**src/rtl/td4w_pkg.sv**
```systemverilog
`default_nettype none
// ---------------------------------------------------------------------------
// td4w_pkg : opcodes and operand-select encodings shared by the td4w core
// rev 1.0
// ---------------------------------------------------------------------------
package td4w_pkg;

  localparam logic [3:0] OP_ADD_A_IM = 4'b0000;
  localparam logic [3:0] OP_MOV_A_B  = 4'b0001;
  localparam logic [3:0] OP_IN_A     = 4'b0010;
  localparam logic [3:0] OP_MOV_A_IM = 4'b0011;
  localparam logic [3:0] OP_MOV_B_A  = 4'b0100;
  localparam logic [3:0] OP_ADD_B_IM = 4'b0101;
  localparam logic [3:0] OP_IN_B     = 4'b0110;
  localparam logic [3:0] OP_MOV_B_IM = 4'b0111;
  localparam logic [3:0] OP_ADD_A_B  = 4'b1000;
  localparam logic [3:0] OP_OUT_B    = 4'b1001;
  localparam logic [3:0] OP_OUT_A    = 4'b1010;
  localparam logic [3:0] OP_OUT_IM   = 4'b1011;
  localparam logic [3:0] OP_JZ       = 4'b1100;
  localparam logic [3:0] OP_HALT     = 4'b1101;
  localparam logic [3:0] OP_JNC      = 4'b1110;
  localparam logic [3:0] OP_JMP      = 4'b1111;

  typedef enum logic [1:0] {
    SRC_A    = 2'd0,
    SRC_B    = 2'd1,
    SRC_IN   = 2'd2,
    SRC_ZERO = 2'd3
  } src_sel_e;

  typedef enum logic [1:0] {
    IMM_DAT  = 2'd0,
    IMM_ZERO = 2'd1,
    IMM_B    = 2'd2
  } imm_sel_e;

endpackage

`default_nettype wire

```
**src/rtl/td4w_alu.sv**
```systemverilog
`default_nettype none
// ---------------------------------------------------------------------------
// td4w_alu : DW-bit adder with carry-out and zero detect (combinational)
// rev 1.0
// ---------------------------------------------------------------------------
module td4w_alu #(
  parameter int DW = 4
) (
  input  logic [DW-1:0] src,
  input  logic [DW-1:0] imm,
  output logic [DW-1:0] r,
  output logic          carry,
  output logic          zero
);

  assign {carry, r} = {1'b0, src} + {1'b0, imm};
  assign zero       = (r == '0);

endmodule

`default_nettype wire

```
**src/rtl/td4w_core.sv**
```systemverilog
`default_nettype none
// ---------------------------------------------------------------------------
// td4w_core : parametrised TD4-style accumulator CPU core with stall and halt
// rev 1.0
// ---------------------------------------------------------------------------
module td4w_core
  import td4w_pkg::*;
#(
  parameter int DW = 4,
  parameter int AW = 4
) (
  input  logic          clk,
  input  logic          rst,
  input  logic [DW-1:0] io_in,
  output logic [DW-1:0] io_out,
  output logic          io_wr,
  output logic [AW-1:0] adr,
  input  logic [DW+3:0] dat,
  input  logic          dat_valid,
  output logic          halted
);

  logic [DW-1:0] a_q, a_d, b_q, b_d, out_q, out_d;
  logic [AW-1:0] pc_q, pc_d;
  logic          c_q, c_d, z_q, z_d, halted_q, halted_d, io_wr_q, io_wr_d;

  logic [3:0]    op;
  logic [DW-1:0] imm;
  logic [AW-1:0] jmp_target;

  src_sel_e      src_sel;
  imm_sel_e      imm_sel;
  logic          wr_a, wr_b, wr_out, take_jmp, is_halt;
  logic [DW-1:0] out_val, alu_src, alu_imm, alu_r;
  logic          alu_carry, alu_zero, exec;

  assign op   = dat[DW+3:DW];
  assign imm  = dat[DW-1:0];
  assign exec = dat_valid && !halted_q;

  if (AW > DW) begin : g_tgt_ext
    assign jmp_target = {{(AW-DW){1'b0}}, imm};
  end else begin : g_tgt_trunc
    assign jmp_target = imm[AW-1:0];
  end

  // Decode; jump conditions look at the flags left by the previous instruction.
  always_comb begin
    src_sel  = SRC_ZERO;
    imm_sel  = IMM_DAT;
    wr_a     = 1'b0;
    wr_b     = 1'b0;
    wr_out   = 1'b0;
    out_val  = imm;
    take_jmp = 1'b0;
    is_halt  = 1'b0;
    case (op)
      OP_ADD_A_IM: begin src_sel = SRC_A;  wr_a = 1'b1; end
      OP_MOV_A_B:  begin src_sel = SRC_B;  imm_sel = IMM_ZERO; wr_a = 1'b1; end
      OP_IN_A:     begin src_sel = SRC_IN; imm_sel = IMM_ZERO; wr_a = 1'b1; end
      OP_MOV_A_IM: wr_a = 1'b1;
      OP_MOV_B_A:  begin src_sel = SRC_A;  imm_sel = IMM_ZERO; wr_b = 1'b1; end
      OP_ADD_B_IM: begin src_sel = SRC_B;  wr_b = 1'b1; end
      OP_IN_B:     begin src_sel = SRC_IN; imm_sel = IMM_ZERO; wr_b = 1'b1; end
      OP_MOV_B_IM: wr_b = 1'b1;
      OP_ADD_A_B:  begin src_sel = SRC_A;  imm_sel = IMM_B; wr_a = 1'b1; end
      OP_OUT_B:    begin wr_out = 1'b1; out_val = b_q; end
      OP_OUT_A:    begin wr_out = 1'b1; out_val = a_q; end
      OP_OUT_IM:   wr_out = 1'b1;
      OP_JZ:       take_jmp = z_q;
      OP_HALT:     is_halt = 1'b1;
      OP_JNC:      take_jmp = !c_q;
      OP_JMP:      take_jmp = 1'b1;
      default:     ;
    endcase
  end

  always_comb begin
    alu_src = '0;
    case (src_sel)
      SRC_A:   alu_src = a_q;
      SRC_B:   alu_src = b_q;
      SRC_IN:  alu_src = io_in;
      default: alu_src = '0;
    endcase
    alu_imm = imm;
    case (imm_sel)
      IMM_ZERO: alu_imm = '0;
      IMM_B:    alu_imm = b_q;
      default:  alu_imm = imm;
    endcase
  end

  td4w_alu #(.DW(DW)) u_alu (
    .src   (alu_src),
    .imm   (alu_imm),
    .r     (alu_r),
    .carry (alu_carry),
    .zero  (alu_zero)
  );

  always_comb begin
    a_d      = a_q;
    b_d      = b_q;
    out_d    = out_q;
    pc_d     = pc_q;
    c_d      = c_q;
    z_d      = z_q;
    halted_d = halted_q;
    io_wr_d  = 1'b0;
    if (exec) begin
      if (is_halt) begin
        halted_d = 1'b1;
      end else begin
        c_d  = alu_carry;
        z_d  = alu_zero;
        pc_d = take_jmp ? jmp_target : pc_q + AW'(1);
        if (wr_a)   a_d   = alu_r;
        if (wr_b)   b_d   = alu_r;
        if (wr_out) out_d = out_val;
        io_wr_d = wr_out;
      end
    end
  end

  always_ff @(posedge clk) begin
    if (rst) begin
      a_q      <= '0;
      b_q      <= '0;
      out_q    <= '0;
      pc_q     <= '0;
      c_q      <= 1'b0;
      z_q      <= 1'b0;
      halted_q <= 1'b0;
      io_wr_q  <= 1'b0;
    end else begin
      a_q      <= a_d;
      b_q      <= b_d;
      out_q    <= out_d;
      pc_q     <= pc_d;
      c_q      <= c_d;
      z_q      <= z_d;
      halted_q <= halted_d;
      io_wr_q  <= io_wr_d;
    end
  end

  assign adr    = pc_q;
  assign io_out = out_q;
  assign io_wr  = io_wr_q;
  assign halted = halted_q;

endmodule

`default_nettype wire

```
**config.mk**
```make
export PLATFORM = sky130hd
export DESIGN_NAME = td4w_core
export DESIGN_NICKNAME = d
export VERILOG_FILES = /design/src/rtl/td4w_pkg.sv /design/src/rtl/td4w_alu.sv /design/src/rtl/td4w_core.sv
export SDC_FILE = /design/constraint.sdc
export NUM_CORES = 1
export LEC_CHECK = 0
export ABC_AREA = 1
export BUFFER_PORTS_ARGS = -buffer_cell sky130_fd_sc_hd__buf_2
export CORE_MARGIN = 2
export CORE_UTILIZATION = 30
export DETAILED_ROUTE_END_ITERATION = 7
export PLACE_DENSITY_LB_ADDON = 0.3
export SETUP_SLACK_MARGIN = 0.4
export SLEW_MARGIN = 20
export SYNTH_ARGS = -nofsm -noshare
export SYNTH_HDL_FRONTEND = slang
export SYNTH_SLANG_ARGS = --single-unit
```
**constraint.sdc**
```tcl
create_clock -name clk -period 2.6 [get_ports clk]
set_input_delay 0.13 -clock clk [delete_from_list [all_inputs] [get_ports clk]]
set_output_delay 0.13 -clock clk [all_outputs]
set_load 0.01 [all_outputs]
```
==> results.py <==
metrics = {
    "cells_and_area": {
        "antennaDiodeCount": 0,
        "drive_gt1_frac": 0.253,
        "area_delta_synth_final_pct": 20.1,
        "multi_input_area_sq_um": 810,
        "final_nets": 244,
        "fill_cells": 442,
        "seq_area_sq_um": 400,
    },
    "placement": {
        "dpl.hpwl_um": 2700,
        "place_congestion": 0.903,
        "io_buffers": 24,
        "dp_slack_ns": 0.150,
    },
    "hold_path": {
        "min_from": "dat_valid",
        "worstHoldEndpoint": "halted$_SDFFE_PP0P_",
        "holdPathStages": 3,
        "hold_class": "input port to flip-flop",
    },
    "critical_path": {
        "reg2reg_depth": 9,
        "start_kind": "input port",
        "crit_type": "input port to flip-flop",
        "required_ns": 2.79,
        "cp.arrival_ns": 2.30,
        "crit_path_max_fanout": 5,
        "endpoint_kind": "flip-flop",
        "ff2ff_setup_slack_ns": 0.80,
        "timing.rr.start": "b_q[0]$_SDFFE_PP0P_",
        "worst_r2r_endpoint": "z_q$_SDFFE_PP0P_",
    },
    "synthesis": {
        "synthCells": 194,
        "avgSynthCellArea_sq_um": 6.63,
        "synth_edf_count": 0,
        "synth_top_family_by_area": "simple AND/OR/NAND/NOR gates",
        "synth_top_area_share": 0.311,
        "yosys.area_share.simple": 0.357,
        "synthTopCellsByArea": "dfxtp_1 31%, nand2_1 15%, nand3_1 8.2%",
        "muxShareOfSynthArea": 0,
        "synth-xor-area-share": 0.0136,
        "synth_nets": 216,
        "synth.cell_area_sq_mm": 0.00129,
        "synth_compound_gate_area_share": 0.167,
        "yosysTopAreaCell": "dfxtp_1",
        "yosysWarnings": 0,
        "synth_cell_types": 22,
        "synthArstFlopShare": 0,
        "synthFlopType": "dfxtp_1",
        "ys_seq_area_frac": 0.311,
        "synthAdderAreaFrac": 0.0739,
        "yosys_register_bits": 20,
    },
    "sta": {
        "setup_ws_ns": 0.490,
        "rsz0062_at_grt": "no",
        "final-hold-violation-count": 0,
        "finalSetupTns_ns": 0,
        "worst_slew_margin_rel": 0.743,
        "finalHoldWorstSlack_ns": 0.130,
        "maxSlewViolCount": 0,
        "period_needed_ns": 2.11,
        "worst_pin_slew_ns": 0.386,
        "max_freq_ghz": 0.474,
        "setup_violations": 0,
        "finalClockSkew_ns": 0.00633,
        "layout_worst_path_cycle_share": 0.812,
    },
    "run": {
        "max_cap_viol_count": 0,
    },
    "floorplan": {
        "fp-row-count": 23,
        "chipWidth_um": 69.5,
        "coreArea_sq_mm": 0.00406,
        "ios": 25,
        "die_h_um": 69.5,
        "start_util": 0.317,
        "die_area_sq_mm": 0.00483,
    },
    "detailed_routing": {
        "drc": 0,
        "totalWireLength_um": 3450,
        "routedWlPerCell_um": 12.7,
        "vias": 1352,
        "ant_nets": 0,
        "dr.pass1.iters": 4,
        "vias_per_cell": 4.99,
        "drt_iter0_markers": 27,
    },
    "clocking": {
        "clockRootBuffer": "clkbuf_8",
        "cts_hold_buf": 0,
        "clock-sinks": 20,
        "htree_levels": 1,
        "cts_inserted_buffers": 3,
        "clk_path_buf_depth": 2,
        "clkSlewWorstSetupHoldPaths_ns": 0.07,
        "clkLatencyLatePin_ns": 0.26,
        "cts_tree": "yes",
    },
    "grt": {
        "first_global_vias": 1208,
        "grt_pass1_wl_um": 5550,
        "grt_usage": 0.142,
        "antenna_found_initial": 0,
        "grt-ovfl-total": 0,
        "grt_max_degree": 14,
    },
    "outcome": {
        "status": "finished clean",
    },
    "power_and_ir_drop": {
        "powerDensity_mw_per_mm2": 484,
        "p_leak_nw": 0.740,
        "vdd_drop_max_uv": 199,
    },
}
==> per-stage QoR <==
step	util	power, W	cell area [sq um]	cells
4_1_cts	0.373	0.000748	1520	270
5_1_grt	0.381	0.000788	1550	271
2_1_floorplan	-	0.000454	1290	194
3_3_place_gp	0.360	0.000508	1460	266
3_5_place_dp	0.360	0.000507	1460	266
6_report	0.381	0.000748	1550	271
==> cell type report <==
type,instances,area share
Timing Repair Buffer,25,0.0826
Inverter,24,0.0583
Sequential cell,20,0.259
Multi-Input combinational cell,148,0.524
Clock buffer,4,0.0356
Tap cell,50,0.0405
==> logic make-up (layout without fill, tap and decap cells) <==
logic type | count (synthesis) | in the layout
AND/OR/NAND/NOR | 99 | 99
AO/OA/AOI/OAI | 40 | 40
buffers and inverters | 26 | 53
flip-flops | 20 | 20
adder cells (fa/ha/maj) | 7 | 7
XOR/XNOR | 2 | 2
==> how the worst max path moves through the flow <==
stage | slack (ns) | to | cells past startpoint | start
floorplan | 0.58 | z_q$_SDFFE_PP0P_ | 16 | dat[5]
global placement | 0.18 | a_q[2]$_SDFFE_PP0P_ | 16 | dat[4]
global route | 0.39 | z_q$_SDFFE_PP0P_ | 17 | dat[4]
finish | 0.49 | z_q$_SDFFE_PP0P_ | 17 | dat[5]
CTS | 0.42 | z_q$_SDFFE_PP0P_ | 15 | dat[4]
detailed placement | 0.15 | z_q$_SDFFE_PP0P_ | 15 | dat[4]
==> layer usage <==
layer  GRT usage  wire [um]
met3      0.0334        214
met2       0.248       1640
met4      0.0261         19
met5           0          0
met1       0.179       1580
==> cells in the final DEF (no fill, tap or decap), drive strengths merged <==
cell    count
a21oi      17
a31oi       5
buf        25
clkbuf      4
dfxtp      20
fa          1
ha          6
inv        24
nand2      56
nand3      21
nand4       2
nor2       19
nor3        1
o211ai      2
o21ai      16
xnor2       2
==> synthesized netlist by cell type, types with 2 or more instances <==
| cell type | instances |
|---|---|
| nand2_1 | 51 |
| nand3_1 | 21 |
| dfxtp_1 | 20 |
| inv_1 | 18 |
| a21oi_1 | 17 |
| o21ai_0 | 10 |
| nor2_1 | 8 |
| nor2_2 | 8 |
| ha_1 | 6 |
| inv_2 | 6 |
| a31oi_1 | 5 |
| nand2_2 | 5 |
| o21ai_1 | 5 |
| nor2_4 | 3 |
| nand4_1 | 2 |
| o211ai_1 | 2 |
| xnor2_1 | 2 |
==> worst max-delay path: stages <==
cell and delay (ns):
buf_2 0.15, inv_2 0.06, nand2_2 0.10, nand4_1 0.09
o21ai_0 0.09, inv_1 0.09, ha_4 0.28, inv_2 0.05
nand3_1 0.06, nand2_1 0.07, ha_1 0.21, fa_1 0.44
inv_1 0.10, nand2_1 0.06, nor2_1 0.12, nand3_1 0.10
a21oi_1 0.13
==> sequential cells by signal, summed over array words and instances, names as in the netlist <==
signal,count
a_q,4
adr,4
b_q,4
io_out,4
c_q,1
halted,1
io_wr,1
z_q,1
==> timing repair <==
action / in CTS / in global routing
setup endpoints to repair: 0 / 5
buffers inserted: 0 / 1
resized for setup: 0 / 5
==> report_power, final <==
group	internal [W]	switching [W]	total [W]
Combinational	0.0000634	0.000106	0.000170
Sequential	0.000324	0.0000166	0.000340
Clock	0.000135	0.000104	0.000238
Note: power is estimated with default switching activity, not from simulation.
